### src/rtl/alu_frame_sequencer.sv
// UART frame sequencer for the shared ALU: parses HEADER,A,B,OP[,CHK], strobes the ALU, returns status+result.
// Optional checksum byte enabled by defining SEQ_CHECKSUM_EN.
module alu_frame_sequencer #(
    parameter int                  NB_DATA        = 8,
    parameter int                  NB_OP          = 6,
    parameter logic [NB_DATA-1:0]  HEADER         = 8'hA5,
    parameter int                  TIMEOUT_CYCLES = 100000
) (
    input  logic               i_clk,
    input  logic               i_rst,
    input  logic [NB_DATA-1:0] i_rx_data,
    input  logic               i_rx_done,
    output logic [NB_DATA-1:0] o_alu_data_a,
    output logic [NB_DATA-1:0] o_alu_data_b,
    output logic [NB_OP-1:0]   o_alu_op,
    output logic               o_alu_valid,
    input  logic [NB_DATA-1:0] i_alu_result,
    output logic [NB_DATA-1:0] o_tx_data,
    output logic               o_tx_start,
    input  logic               i_tx_done,
    output logic               o_busy,
    output logic               o_err
);

    localparam int                 NB_CNT     = $clog2(TIMEOUT_CYCLES + 1);
    localparam logic [NB_DATA-1:0] STATUS_OK  = '0;
    localparam logic [NB_DATA-1:0] STATUS_CHK = NB_DATA'(8'hE1);

    typedef enum logic [3:0] {
        S_IDLE,
        S_GET_A,
        S_GET_B,
        S_GET_OP,
        S_EXEC,
        S_CAPTURE,
        S_TX_STATUS,
        S_TX_RESULT
`ifdef SEQ_CHECKSUM_EN
        , S_GET_CHK
`endif
    } state_t;

    state_t             state_q, state_d;
    logic [NB_DATA-1:0] a_q, a_d, b_q, b_d;
    logic [NB_OP-1:0]   op_q, op_d;
    logic               valid_q, valid_d;
    logic [NB_DATA-1:0] result_q, result_d;
    logic [NB_DATA-1:0] tx_data_q, tx_data_d;
    logic               tx_start_q, tx_start_d;
    logic               busy_q, busy_d;
    logic               err_q, err_d;
    logic [NB_CNT-1:0]  cnt_q, cnt_d;
    logic               chk_fail;
    logic               in_get;
    logic               timeout;

`ifdef SEQ_CHECKSUM_EN
    logic [NB_DATA-1:0] op_byte_q, op_byte_d;
    logic               chk_err_q, chk_err_d;
    assign chk_fail = chk_err_q;
    assign in_get   = (state_q == S_GET_A) || (state_q == S_GET_B) ||
                      (state_q == S_GET_OP) || (state_q == S_GET_CHK);
`else
    assign chk_fail = 1'b0;
    assign in_get   = (state_q == S_GET_A) || (state_q == S_GET_B) || (state_q == S_GET_OP);
`endif

    // A byte arriving in the expiry cycle wins over the timeout.
    assign timeout = in_get && !i_rx_done && (cnt_q == NB_CNT'(TIMEOUT_CYCLES));

    // NOTE: every *_d gets a default first so no path can infer a latch.
    always_comb begin
        state_d    = state_q;
        a_d        = a_q;
        b_d        = b_q;
        op_d       = op_q;
        result_d   = result_q;
        tx_data_d  = tx_data_q;
        valid_d    = 1'b0;
        tx_start_d = 1'b0;
        err_d      = 1'b0;
        cnt_d      = cnt_q;
`ifdef SEQ_CHECKSUM_EN
        op_byte_d  = op_byte_q;
        chk_err_d  = chk_err_q;
`endif
        if (in_get) begin
            cnt_d = i_rx_done ? '0 : cnt_q + NB_CNT'(1);
        end

        case (state_q)
            S_IDLE: begin
                if (i_rx_done && (i_rx_data == HEADER)) begin
                    state_d = S_GET_A;
                    cnt_d   = '0;
`ifdef SEQ_CHECKSUM_EN
                    chk_err_d = 1'b0;
`endif
                end
            end
            S_GET_A: if (i_rx_done) begin
                a_d     = i_rx_data;
                state_d = S_GET_B;
            end
            S_GET_B: if (i_rx_done) begin
                b_d     = i_rx_data;
                state_d = S_GET_OP;
            end
            S_GET_OP: if (i_rx_done) begin
                op_d = i_rx_data[NB_OP-1:0];
`ifdef SEQ_CHECKSUM_EN
                op_byte_d = i_rx_data;
                state_d   = S_GET_CHK;
`else
                state_d   = S_EXEC;
                valid_d   = 1'b1;
`endif
            end
`ifdef SEQ_CHECKSUM_EN
            S_GET_CHK: if (i_rx_done) begin
                chk_err_d = (i_rx_data != (a_q ^ b_q ^ op_byte_q));
                err_d     = chk_err_d;
                state_d   = S_EXEC;
                valid_d   = 1'b1;
            end
`endif
            S_EXEC:    state_d = S_CAPTURE;
            S_CAPTURE: begin
                result_d   = i_alu_result;
                tx_data_d  = chk_fail ? STATUS_CHK : STATUS_OK;
                tx_start_d = 1'b1;
                state_d    = S_TX_STATUS;
            end
            // A tx_done coinciding with our own start pulse belongs to an earlier byte.
            S_TX_STATUS: if (i_tx_done && !tx_start_q) begin
                if (chk_fail) begin
                    state_d = S_IDLE;
                end else begin
                    tx_data_d  = result_q;
                    tx_start_d = 1'b1;
                    state_d    = S_TX_RESULT;
                end
            end
            S_TX_RESULT: if (i_tx_done && !tx_start_q) state_d = S_IDLE;
            default:     state_d = S_IDLE;
        endcase

        if (timeout) begin
            state_d = S_IDLE;
            err_d   = 1'b1;
            cnt_d   = '0;
        end
        busy_d = (state_d != S_IDLE);
    end

    // NOTE: sequential state uses non-blocking assignments only.
    always_ff @(posedge i_clk or posedge i_rst) begin
        if (i_rst) begin
            state_q    <= S_IDLE;
            a_q        <= '0;
            b_q        <= '0;
            op_q       <= '0;
            valid_q    <= 1'b0;
            result_q   <= '0;
            tx_data_q  <= '0;
            tx_start_q <= 1'b0;
            busy_q     <= 1'b0;
            err_q      <= 1'b0;
            cnt_q      <= '0;
`ifdef SEQ_CHECKSUM_EN
            op_byte_q  <= '0;
            chk_err_q  <= 1'b0;
`endif
        end else begin
            state_q    <= state_d;
            a_q        <= a_d;
            b_q        <= b_d;
            op_q       <= op_d;
            valid_q    <= valid_d;
            result_q   <= result_d;
            tx_data_q  <= tx_data_d;
            tx_start_q <= tx_start_d;
            busy_q     <= busy_d;
            err_q      <= err_d;
            cnt_q      <= cnt_d;
`ifdef SEQ_CHECKSUM_EN
            op_byte_q  <= op_byte_d;
            chk_err_q  <= chk_err_d;
`endif
        end
    end

    assign o_alu_data_a = a_q;
    assign o_alu_data_b = b_q;
    assign o_alu_op     = op_q;
    assign o_alu_valid  = valid_q;
    assign o_tx_data    = tx_data_q;
    assign o_tx_start   = tx_start_q;
    assign o_busy       = busy_q;
    assign o_err        = err_q;

endmodule

### config.mk
export PLATFORM = sky130hd
export DESIGN_NAME = alu_frame_sequencer
export DESIGN_NICKNAME = d
export VERILOG_FILES = /design/src/rtl/alu_frame_sequencer.sv
export SDC_FILE = /design/constraint.sdc
export NUM_CORES = 1
export LEC_CHECK = 0
export ABC_AREA = 1
export BUFFER_PORTS_ARGS = -buffer_cell sky130_fd_sc_hd__buf_2
export CAP_MARGIN = 20
export CORE_MARGIN = 10
export CORE_UTILIZATION = 53
export DETAILED_ROUTE_END_ITERATION = 6
export PLACE_DENSITY = 0.73
export SLEW_MARGIN = 20
export SYNTH_ARGS = -nofsm -noshare
export SYNTH_HDL_FRONTEND = slang
export SYNTH_SLANG_ARGS = --single-unit
### constraint.sdc
create_clock -name i_clk -period 3.4 [get_ports i_clk]
set_clock_uncertainty 0.05 [all_clocks]
set_input_delay 0.34 -clock i_clk [delete_from_list [all_inputs] [get_ports i_clk]]
set_output_delay 0.34 -clock i_clk [all_outputs]
set_load 0.02 [all_outputs]
Yosys cells after proc, flatten, opt, wreduce, memory -nomap -nowiden
Index checks and enable logic that the tools add are counted.
{"block": "totals", "reg_bits": 63, "word_cells": 57, "output_inout_bits": 34, "in_bits": 20}
{"block": "classes", "n_reduce_logical": 15, "addsub": 1, "n_eq_ne": 10, "n_mux": 20}
{"operator": "17-bit 2-to-1 mux", "count": 5}
{"operator": "4-bit one-hot mux with 8 select lines", "count": 1}
{"operator": "4-bit 2-to-1 mux", "count": 7}
{"operator": "17-bit by 1-bit adder with 17-bit output (second input constant)", "count": 1}
{"operator": "17-bit equality test (second input constant)", "count": 1}
{"operator": "4-bit by 3-bit equality test with 1-bit output (second input constant)", "count": 4}
{"operator": "8-bit one-hot mux with 2 select lines", "count": 1}
{"operator": "4-bit by 2-bit equality test with 1-bit output (second input constant)", "count": 2}
{"operator": "8-bit equality test (second input constant)", "count": 1}
{"operator": "8-bit 2-to-1 mux", "count": 1}
{"operator": "2-bit AND reduction", "count": 4}
{"operator": "4-bit by 1-bit equality test with 1-bit output (second input constant)", "count": 1}
{"operator": "1-bit logical AND", "count": 4}
{"operator": "4-bit logical NOT", "count": 1}
{"operator": "1-bit 2-to-1 mux", "count": 4}
{"operator": "4-bit nonzero test", "count": 1}
{"operator": "1-bit logical NOT", "count": 2}
{"operator": "1-bit logical OR", "count": 2}
{"operator": "2-bit inequality test (second input constant)", "count": 1}
{"operator": "1-bit one-hot mux with 2 select lines", "count": 1}
{"operator": "2-bit nonzero test", "count": 1}

Longest topological paths before layout
Gate-level depths: netlist of the first run.
{"block": "logic_depth", "ltp_word": 7, "ltp_mapped": 9, "depth_no_buf": 9}

Least setup slack after synthesis of the first run
OpenSTA, ideal clock, no wires.
{"block": "synth_timing", "kind": "register to register", "from": "register state_q[3]", "to": "register cnt_q[3]", "path_buffers": 1, "synth_period_minus_slack_ns": 1.450, "slack_ns": 1.950, "setup_time_ns": 0.120, "required_time_ns": 3.230, "arrival_time_ns": 1.280, "path_stages_with_launch": 8, "path_cell_list": "dfrtp_1 -> nor2_2 -> nand2_2 -> nor2_4 -> nand3_2 -> nand2_1 -> buf_4 -> nor2_1"}
{"block": "synth_via", "elab_chain_len": 7, "elab_cells_between_ends": 12, "classes_between": "eq/ne (3); mux (4); reduce/logical (5)"}
{"element": "start, declared", "line": "43", "rtl": "state_t state_q, state_d;"}
{"element": "start signal, assigned", "line": "175", "rtl": "state_q <= state_d;"}
{"element": "4-bit by 1-bit equality test with 1-bit output / 4-bit by 2-bit equality test with 1-bit output (equally long branches)", "line": "65", "rtl": "assign in_get = (state_q == S_GET_A) || (state_q == S_GET_B) || (state_q == S_GET_OP);"}
{"element": "1-bit logical OR (2 in series)", "line": "65"}
{"element": "17-bit 2-to-1 mux", "line": "87", "rtl": "if (in_get) begin"}
{"element": "17-bit 2-to-1 mux", "line": "93", "rtl": "if (i_rx_done && (i_rx_data == HEADER)) begin"}
{"element": "17-bit 2-to-1 mux", "line": "91", "rtl": "case (state_q)"}
{"element": "17-bit 2-to-1 mux (*)", "line": "148", "rtl": "if (timeout) begin"}
{"element": "net cnt_d[3]", "line": "52", "rtl": "logic [NB_CNT-1:0] cnt_q, cnt_d;"}
{"element": "end signal, assigned", "line": "185", "rtl": "cnt_q <= cnt_d;"}
{"element": "end, declared", "line": "52"}
The timed path passes the listed nets; every way through them passes the cells marked *.
A chain may end at the register's enable or synchronous reset.

Final worst setup path of the first run
{"block": "layout_timing", "from": "register state_q[3]", "to": "register cnt_q[0]"}
Same word-level chain as after synthesis.

==> results of run 1 <==
[report_power, final]
group / leakage (nW) / internal (W) / switching, W
Combinational: 0.975 / 0.0000918 / 0.000151
Sequential: 0.829 / 0.000822 / 0.0000661
Clock: 0.103 / 0.000362 / 0.000314
Total: 1.91 / 0.00128 / 0.000531
[placed cells by master, fill, tap and decap left out, types with 2 or more instances in the layout]
master and n:
sky130_fd_sc_hd__a21oi_1 10, sky130_fd_sc_hd__a22oi_1 2, sky130_fd_sc_hd__buf_2 53, sky130_fd_sc_hd__clkbuf_8 10, sky130_fd_sc_hd__clkinv_4 2, sky130_fd_sc_hd__dfrtp_1 63, sky130_fd_sc_hd__ha_1 2, sky130_fd_sc_hd__inv_1 48
sky130_fd_sc_hd__inv_2 3, sky130_fd_sc_hd__mux2_2 7, sky130_fd_sc_hd__nand2_1 92, sky130_fd_sc_hd__nand2_2 3, sky130_fd_sc_hd__nand3_1 40, sky130_fd_sc_hd__nand4_1 5, sky130_fd_sc_hd__nor2_1 59, sky130_fd_sc_hd__nor2_2 2
sky130_fd_sc_hd__o21ai_0 36, sky130_fd_sc_hd__o22ai_1 3
[state kept, by name (all words and copies together) (netlist names), 4 cells and up]
signal	cells
cnt_q	17
o_tx_data	8
result_q	8
state_q	4
o_alu_data_a	8
o_alu_op	6
o_alu_data_b	8
[synth_stat cells, types with 2 or more instances]
library cell / n
sky130_fd_sc_hd__ha_1: 2
sky130_fd_sc_hd__nor2_2: 2
sky130_fd_sc_hd__nor2_1: 59
sky130_fd_sc_hd__dfrtp_1: 63
sky130_fd_sc_hd__nand2_2: 3
sky130_fd_sc_hd__mux2_2: 7
sky130_fd_sc_hd__nand3_1: 40
sky130_fd_sc_hd__a22oi_1: 2
sky130_fd_sc_hd__a21oi_1: 10
sky130_fd_sc_hd__nand4_1: 5
sky130_fd_sc_hd__clkbuf_1: 3
sky130_fd_sc_hd__inv_2: 2
sky130_fd_sc_hd__buf_4: 3
sky130_fd_sc_hd__o21ai_0: 36
sky130_fd_sc_hd__o22ai_1: 3
sky130_fd_sc_hd__nand2_1: 92
sky130_fd_sc_hd__inv_1: 49
[worst max path at each step]
| stage | slack [ps] | endpoint | startpoint | cells after the start |
|---|---|---|---|---|
| 2_1_floorplan | 1440 | cnt_q[0] | i_rst | 1 |
| 3_3_place_gp | 1350 | cnt_q[14] | state_q[3] | 6 |
| 3_5_place_dp | 1280 | cnt_q[4] | state_q[3] | 6 |
| 4_1_cts | 1270 | cnt_q[0] | state_q[3] | 6 |
| 5_1_grt | 1070 | cnt_q[2] | state_q[3] | 6 |
| 6_report | 1250 | cnt_q[0] | state_q[3] | 6 |
[layer usage]
metal / vias up / routed length, um / GRT usage
met4: 0 / 136 / 0.07985
met1: 1279 / 3403 / 0.2175
met5: - / 0 / 0
li1: 1362 / - / -
met2: 78 / 3489 / 0.2730
met3: 14 / 437 / 0.04514
[stage by stage]
step	total power, W	worst slack (ps)
6_report	0.001806	1247
5_1_grt	0.001896	1070
4_1_cts	0.001829	1268
3_5_place_dp	0.001146	1275
3_3_place_gp	0.001137	1352
2_1_floorplan	0.001054	1440
[layout make-up]
type | instances | area share
clock buffers | 10 | 0.03830
flip-flops and latches | 63 | 0.4387
repair buffers | 54 | 0.07591
well taps | 72 | 0.02507
clock inverters | 6 | 0.01915
multi-input cells | 268 | 0.3496
inverters | 51 | 0.05327
[kinds of logic after synthesis]
logic type | share of synthesized area
simple gates | 0.2827
flops | 0.5147
buf+inv | 0.07516
compound gates | 0.08864
mux | 0.02941
fa+ha+maj | 0.008169
other cells | 0.001224
==> results.md, run 1 <==
* Max-slew headroom at the worst pin at 0.4897
* Worst Setup End Kind: flip-flop
* Clock tree from TritonCTS: done
* Required @ worst endpoint at 3560 ps
* Leak Pwr at 1.907 nW
* Summed area of non-filler cells in the final layout at 3593 um^2
* Maximum level of the CTS H-tree at 3
* Setup Viol. Count Final at 0
* Die boundary height at 96.02 um
* Fill cells at ~500
* Post-synthesis register bit count at between 60 and 70
* Pin count of the biggest net entering global routing at 37
* Final core utilization at 0.6447
* Fin crit period at 2153 ps
* Post-Syn Area at between 3000 and 4000 um^2
* Internal reg-to-reg setup slack at 1250 ps
* Total clock buffers created by CTS at 9
* Max-slew violation total from the final report at 0
* Data arrival time of the critical path at ~2300 ps
* CP max FO at 14
* Initial Utilization at 0.5495
* Proportion of synthesized chip area in sequential cells at 0.5147
* Dominant synthesized flop cell: sky130_fd_sc_hd__dfrtp_1
* Result of the run: finished clean
* Top-area cell type share of the netlist area at 0.5147
* TritonRoute pass-1 iters at 4
* Worst setup path class: flip-flop to flip-flop
* Areal power density over the cells at 502.6 nW/um^2
* Max Buffers Root-to-Sink at 2
* Reg-to-reg critical path endpoint: cnt_q[0]
* Largest area contributor in the netlist: sky130_fd_sc_hd__dfrtp_1
* Share of final-layout standard cells stronger than drive strength 1 at 0.1947
* Filler-free cell count of the finished design at 524
* Biggest area contributors in the synthesized netlist: sky130_fd_sc_hd__dfrtp_1, sky130_fd_sc_hd__nand2_1, sky130_fd_sc_hd__nor2_1
* CTS resizes at 0
* Placed inst area at ~3400 um^2
* Worst hold slack at 81.18 ps
* Overall die width at between 90 and 100 um
* Number of flops mapped to enable cells by yosys at 0
* Unrepaired setup endpoints after global routing: false
* Post-Synthesis Cells at 389
* Final-layout setup total negative slack at 0 ps
* Max-cap viol count at 0
* Depth of the worst register-to-register path at 6
* Number of library cell types mapped by synthesis at 25
* Master cell of the clock root buffer: sky130_fd_sc_hd__clkbuf_8
* Clock network latency to the later pin of the worst-skew pair at about 350 ps
* Maximum resistive drop on vdd at 0.3518 mV
* Ports placed on the boundary at 54
* Hold Buf Count CTS at 0
* Iteration-0 DRC count of the detailed router at 154
* Crit Reg-Reg Startpoint: state_q[3]
* Family with the most delay on the worst path: simple AND/OR/NAND/NOR gates
* Final net count at about 470
* Post-route clock period utilization at 0.6333
* Post-CTS setup repair buffer count at 0
* Net count after synthesis at around 400
* Antenna diode count at 0
* Gr ovfl total at 0
* Critical-path top delay cell: sky130_fd_sc_hd__dfrtp_1
* GP Congestion at 0.9326
* TritonCTS Sinks at between 60 and 70
* Synth Warn # at 0
* Placeable core region at ~5600 um^2
* Highest achievable clock rate at 464.4 MHz
* CTS clk-pin slew, worst paths at 80 ps
* CP Buf/Inv Count at 0
* Maximum single-stage delay on the critical path at around 400 ps
* Post-detailed-route via-to-cell ratio at roughly 5.2
* Full die area at 9220 um^2
* Sort of element at the start of the critical path: flip-flop
* DR WL/cell at approximately 14 um
* Rows at 27
* # placed instances at approximately 510
* Post-Synthesis Mean Instance Area at roughly 8 um^2
* Total area of multi-input combinational cells at 1256 um^2
* Cell Chain, Critical Path: nor2_2 > nand2_2 > nor2_4 > nand3_2 > nand2_1 > nor2_1
* Actual transition at the worst max-transition pin at ~760 ps
* Register area at approximately 1600 um^2
* First-pass GRT wire length at around 13 mm
* Count of final hold-check violations at 0
* IO buf count at 53
* Detail Route Antenna Nets at 0
* Number of global-route vias before repair at approximately 2700
* Async S/R FF share, synth at 1.000
* Worst min path class: input port to async pin
* Syn-to-layout area delta at 17.32%
* Routed Wire Length at ~7.5 mm
* Total via count in the routed design at around 2700
* Initial antenna violation count at 0
* HPWL after detailed placement at around 5.3 mm
* Drt drc at 0
* Global-route usage over all layers at 0.1730
No activity file was read; power rests on OpenSTA's default activity.
==> inputs of run 2 (changes only) <==
- clock period: 3.4 -> 2.1 ns (I/O delays scaled with it)
==> results.md, run 2 (same netlist as run 1, synthesis figures left out) <==
* Result of the run: finished clean
* Top reg by flops: cnt_q
* Actual transition at the worst max-transition pin at roughly 530 ps
* Antenna diode count at 0
* Min-delay src: i_alu_result[7]
* Overall die width at around 96 um
* Number of stages on the worst hold path at 2
* Setup Viol. Count Final at 0
* Worst min path class: input port to flip-flop
* Fin crit period at between 1500 and 2000 ps
* HPWL after detailed placement at between 5 and 6 mm
* Maximum level of the CTS H-tree at 3
* Share of final-layout standard cells stronger than drive strength 1 at 0.1969
* Maximum single-stage delay on the critical path at around 410 ps
* Count of final hold-check violations at 0
* Worst Setup End Kind: flip-flop
* CP max FO at 11
* Highest achievable clock rate at ~550 MHz
* Leading cell type in the layout, fill and taps excluded: sky130_fd_sc_hd__nand2_1
* CTS clk-pin slew, worst paths at about 70 ps
* Number of flip-flops in the largest register at 17
* Placeable core region at around 5600 um^2
* TritonCTS Sinks at 63
* Maximum resistive drop on vdd at ~0.56 mV
* Internal reg-to-reg setup slack at 270 ps
* Global-route usage over all layers at 0.1750
* Drt drc at 0
* Post-route clock period utilization at 0.8732
* Worst hold slack at between 40 and 50 ps
* Gr ovfl total at 0
* Sort of element at the start of the critical path: flip-flop
* Areal power density over the cells at 806.0 nW/um^2
* Reg-to-reg critical path endpoint: cnt_q[4]
* First-pass GRT wire length at roughly 13 mm
* Initial Utilization at 0.5495
* Final net count at about 470
* Total via count in the routed design at roughly 2700
* Full die area at around 9200 um^2
* Required @ worst endpoint at between 2000 and 2500 ps
* Data arrival time of the critical path at approximately 2000 ps
* GP Congestion at around 0.97
* Total clock buffers created by CTS at 9
* Depth of the worst register-to-register path at 6
* Max-cap viol count at 0
* Routed metal-1 wire length at ~3.2 mm
* Family with the most delay on the worst path: simple AND/OR/NAND/NOR gates
* Number of global-route vias before repair at between 2000 and 3000
* Max-slew violation total from the final report at 0
* CP Buf/Inv Count at 0
* Max Buffers Root-to-Sink at 2
* End point of the worst hold path: result_q[7]
* Syn-to-layout area delta at 19.16%
* Routed Wire Length at approximately 7.4 mm
* Leak Pwr at about 1.9 nW
* Clock network latency to the later pin of the worst-skew pair at roughly 340 ps
* Final-layout setup total negative slack at 0 ps
* Rows at 27
* Pin count of the biggest net entering global routing at between 40 and 50
* Iteration-0 DRC count of the detailed router at 159
* Uppermost layer routed: met4
* Initial antenna violation count at 0
* Post-detailed-route via-to-cell ratio at roughly 5.2
* WL met3 at between 400 and 500 um
* Critical-path top delay cell: sky130_fd_sc_hd__dfrtp_1
* Master cell of the clock root buffer: sky130_fd_sc_hd__clkbuf_8
* Cell Chain, Critical Path: nor2_2 > nand2_2 > nor2_4 > nand3_2 > nand2_1 > nor2_1
* Commonest cells after routing, fill and taps aside: sky130_fd_sc_hd__nand2_1, sky130_fd_sc_hd__dfrtp_1, sky130_fd_sc_hd__nor2_1
* Ports placed on the boundary at 54
* Clock tree from TritonCTS: done
* Met2 wire length at around 3.6 mm
* Detail Route Antenna Nets at 0
* Crit Reg-Reg Startpoint: state_q[3]
* TritonRoute pass-1 iters at 5
* IO buf count at 53
* Unrepaired setup endpoints after global routing: false
* DR WL/cell at 14.02 um
* Max-slew headroom at the worst pin at 0.6438
* Die boundary height at between 90 and 100 um
* Worst setup path class: flip-flop to flip-flop
run 2: changes by cell type in the layout (fill, tap and decap cells not counted), sizes merged:
| cell | change |
|---|---|
| clkinv | -3 |
| clkbuf | +4 |
| dlygate4sd3 | +1 |
| inv | -1 |
| buf | +4 |
run 2: worst max-delay path by stage:
| stage | start | endpoint | slack (ps) | cells past startpoint |
|---|---|---|---|---|
| after floorplan | i_rst | cnt_q[0] | 270 | 1 |
| after global placement | state_q[3] | cnt_q[4] | 390 | 6 |
| after detailed placement | state_q[3] | cnt_q[4] | 280 | 6 |
| after CTS | state_q[3] | cnt_q[4] | 270 | 6 |
| after global routing | state_q[3] | cnt_q[4] | 110 | 6 |
| final | state_q[3] | cnt_q[4] | 270 | 6 |
run 2: worst reg2reg max path: stages, from the launching register on:
cell and delay [ps]:
sky130_fd_sc_hd__dfrtp_1 410, sky130_fd_sc_hd__nor2_2 260, sky130_fd_sc_hd__nand2_2 190, sky130_fd_sc_hd__nor2_4 130, sky130_fd_sc_hd__nand3_2 180, sky130_fd_sc_hd__nand2_1 380, sky130_fd_sc_hd__nor2_1 110
run 2: through the flow:
stage / util / instance area, um^2 / power [W] / worst slack [ps] / cells
after CTS: 0.6548 / 3650 / 0.002965 / 268.4 / 529
after global placement: 0.6153 / 3430 / 0.001845 / 392.4 / 512
after floorplan: - / 3063 / 0.001707 / 270.3 / 389
after detailed placement: 0.6153 / 3430 / 0.001862 / 279.1 / 512
after global routing: 0.6548 / 3650 / 0.003092 / 105.7 / 529
final: 0.6548 / 3650 / 0.002942 / 266.4 / 529
run 2: metal layers:
layer | up-vias | track usage
met5 | - | 0
li1 | 1365 | -
met2 | 88 | 0.2803
met3 | 12 | 0.04514
met4 | 0 | 0.07371
met1 | 1283 | 0.2195
run 2: what timing repair did:
action	4_1_cts	5_1_grt
hold buffers	1	0
resized for setup	0	0
setup buffers	0	0
hold endpoints to repair	18	0
endpoints found under the setup margin	0	0
run 2: power by group:
group	switching [W]	internal (W)	leakage [nW]	total, W
Clock	0.000457	0.000647	0.103	0.00110
Combinational	0.000244	0.000153	1.00	0.000397
Sequential	0.000109	0.00133	0.829	0.00144
Total	0.000810	0.00213	1.93	0.00294
run 2: cell type report:
cell class | count | area, um^2
well taps | 72 | 90.09
flip-flops and latches | 63 | 1577
clock buffers | 14 | 172.7
multi-input cells | 268 | 1256
clock inverters | 2 | 37.54
repair buffers | 59 | 325.3
fillers | 476 | 1924
inverters | 51 | 191.4
==> inputs of run 3 (changes only) <==
- PLACE_DENSITY: 0.73 -> unset
- PLACE_DENSITY_LB_ADDON: unset -> 0.1
==> results.md, run 3 (same netlist as run 1, synthesis figures left out) <==
* Result of the run: finished clean
* Post-detailed-route via-to-cell ratio at just over 5
* Fill cells at roughly 500
* Maximum single-stage delay on the critical path at 400 ps
* Initial Utilization at 0.5495
* CP Buf/Inv Count at 0
* Cell Chain, Critical Path: nor2_2 > nand2_2 > nor2_4 > nand3_2 > nand2_1 > nor2_1
* Fraction of power consumed by the clock network at 0.381
* Iteration-0 DRC count of the detailed router at 187
* Count of final hold-check violations at 0
* Family with the most delay on the worst path: simple AND/OR/NAND/NOR gates
* Met2 wire length at ~3.6 mm
* Initial antenna violation count at 0
* Drt drc at 0
* Syn-to-layout area delta at 19.44%
* Final net count at 475
* Worst min path class: input port to flip-flop
* Worst hold slack at about 35 ps
* Placeable core region at around 5600 um^2
* Fin crit period at around 1800 ps
* Ports placed on the boundary at 54
* Worst setup margin at roughly 310 ps
* Total area of multi-input combinational cells at between 1000 and 1500 um^2
* Net switching power at just under 0.0008 W
* Clock network latency to the later pin of the worst-skew pair at roughly 330 ps
* Full die area at 9220 um^2
* Areal power density over the cells at slightly above 800 nW/um^2
* Pint at 0.002176 W
* WL met3 at 337 um
* Summed area of non-filler cells in the final layout at ~3700 um^2
* TritonRoute pass-1 iters at 4
* Final-layout setup total negative slack at 0 ps
* Master cell of the clock root buffer: sky130_fd_sc_hd__clkbuf_8
* Max-cap viol count at 0
* Highest achievable clock rate at between 500 and 600 MHz
* Die boundary height at approximately 96 um
* Register area at roughly 1600 um^2
* Setup slack at placement at 324.5 ps
* Routed metal-1 wire length at 3.420 mm
* Detail Route Antenna Nets at 0
* Total via count in the routed design at approximately 2700
* Total clock buffers created by CTS at 9
* Required @ worst endpoint at 2250 ps
* Max-slew headroom at the worst pin at 0.6382
* GP Congestion at 0.9424
* IO buf count at 53
* Worst setup path class: flip-flop to flip-flop
* Leading cell type in the layout, fill and taps excluded: sky130_fd_sc_hd__nand2_1
* Fraction of power consumed by combinational cells at 0.134
* Worst Setup End Kind: flip-flop
* Data arrival time of the critical path at ~1900 ps
* Critical-path top delay cell: sky130_fd_sc_hd__dfrtp_1
* CTS clk-pin slew, worst paths at 70 ps
* Sort of element at the start of the critical path: flip-flop
* Max-slew violation total from the final report at 0
* Pin count of the biggest net entering global routing at 31
* Unrepaired setup endpoints after global routing: false
* Clock tree from TritonCTS: done
* Gr ovfl total at 0
* Post-route clock period utilization at 0.8515
* Leak Pwr at 1.945 nW
* Post-CTS setup repair buffer count at 0
* Uppermost layer routed: met4
* Global-route usage over all layers at 0.1751
* Number of flip-flops in the largest register at 17
* TritonCTS Sinks at 63
* Maximum resistive drop on vdd at between 0.4 and 0.5 mV
* Maximum level of the CTS H-tree at 3
* Actual transition at the worst max-transition pin at 539.8 ps
* Number of global-route vias before repair at between 2000 and 3000
* CP max FO at 11
* Overall die width at 96.02 um
* Share of final-layout standard cells stronger than drive strength 1 at 0.1991
* Setup Viol. Count Final at 0
* HPWL after detailed placement at 5.477 mm
* Max Buffers Root-to-Sink at 2
* DR WL/cell at roughly 14 um
* First-pass GRT wire length at 12.89 mm
* Top reg by flops: cnt_q
* Placed inst area at approximately 3400 um^2
* Antenna diode count at 0
* Switching Share at 0.2667
* Sequential group share of total power at 0.485
* Commonest cells after routing, fill and taps aside: sky130_fd_sc_hd__nand2_1, sky130_fd_sc_hd__dfrtp_1, sky130_fd_sc_hd__nor2_1
* Rows at 27
* Routed Wire Length at around 7.4 mm
-- run 3: worst paths after layout --
kind | from | endpoint | slack [ps] | depth (start not counted)
setup reg to reg | state_q[3] | cnt_q[14] | 310 | 6
setup / recovery | state_q[3] | cnt_q[14] | 310 | 6
min in group asynchronous | i_rst | o_alu_data_b[7] | 420 | 3
hold / removal | i_alu_result[7] | result_q[7] | 40 | 2
max in group asynchronous | i_rst | cnt_q[13] | 1030 | 4
hold reg to reg | o_alu_data_b[7] | o_alu_data_b[7] | 430 | 2
-- run 3: per-stage QoR --
stage               std cells  power, W    util
finish                    529  0.002968  0.6563
global route              529  0.003129  0.6563
CTS                       529  0.003003  0.6563
detailed placement        513  0.001864  0.6166
global placement          513  0.001849  0.6166
floorplan                 389  0.001707       -
-- run 3: power groups by stage --
stage	clock, W	combinational [W]	sequential [W]
final	0.00113	0.000398	0.00144
after global routing	0.00121	0.000457	0.00146
after CTS	0.00116	0.000405	0.00144
after detailed placement	0	0.000402	0.00146
after global placement	0	0.000393	0.00146
after floorplan	0	0.000202	0.00151
-- run 3: timing repair --
| item | CTS | global route |
|---|---|---|
| gates resized for setup | 0 | 0 |
| endpoints found under the hold margin | 23 | 0 |
| hold buffers | 1 | 0 |
-- run 3: area by class of cell --
| type | instances | area share |
|---|---|---|
| inverter | 51 | 0.05233 |
| timing repair buffer | 60 | 0.09097 |
| clock inverter | 4 | 0.01915 |
| clock buffer | 11 | 0.03865 |
| tap | 72 | 0.02462 |
| sequential | 63 | 0.4309 |
| multi-input combinational | 268 | 0.3434 |
-- run 3: per-layer routing --
layer	GRT usage	vias up
met2	0.2870	64
met3	0.04514	6
met5	0	-
li1	-	1364
met1	0.2207	1262
met4	0.05651	0
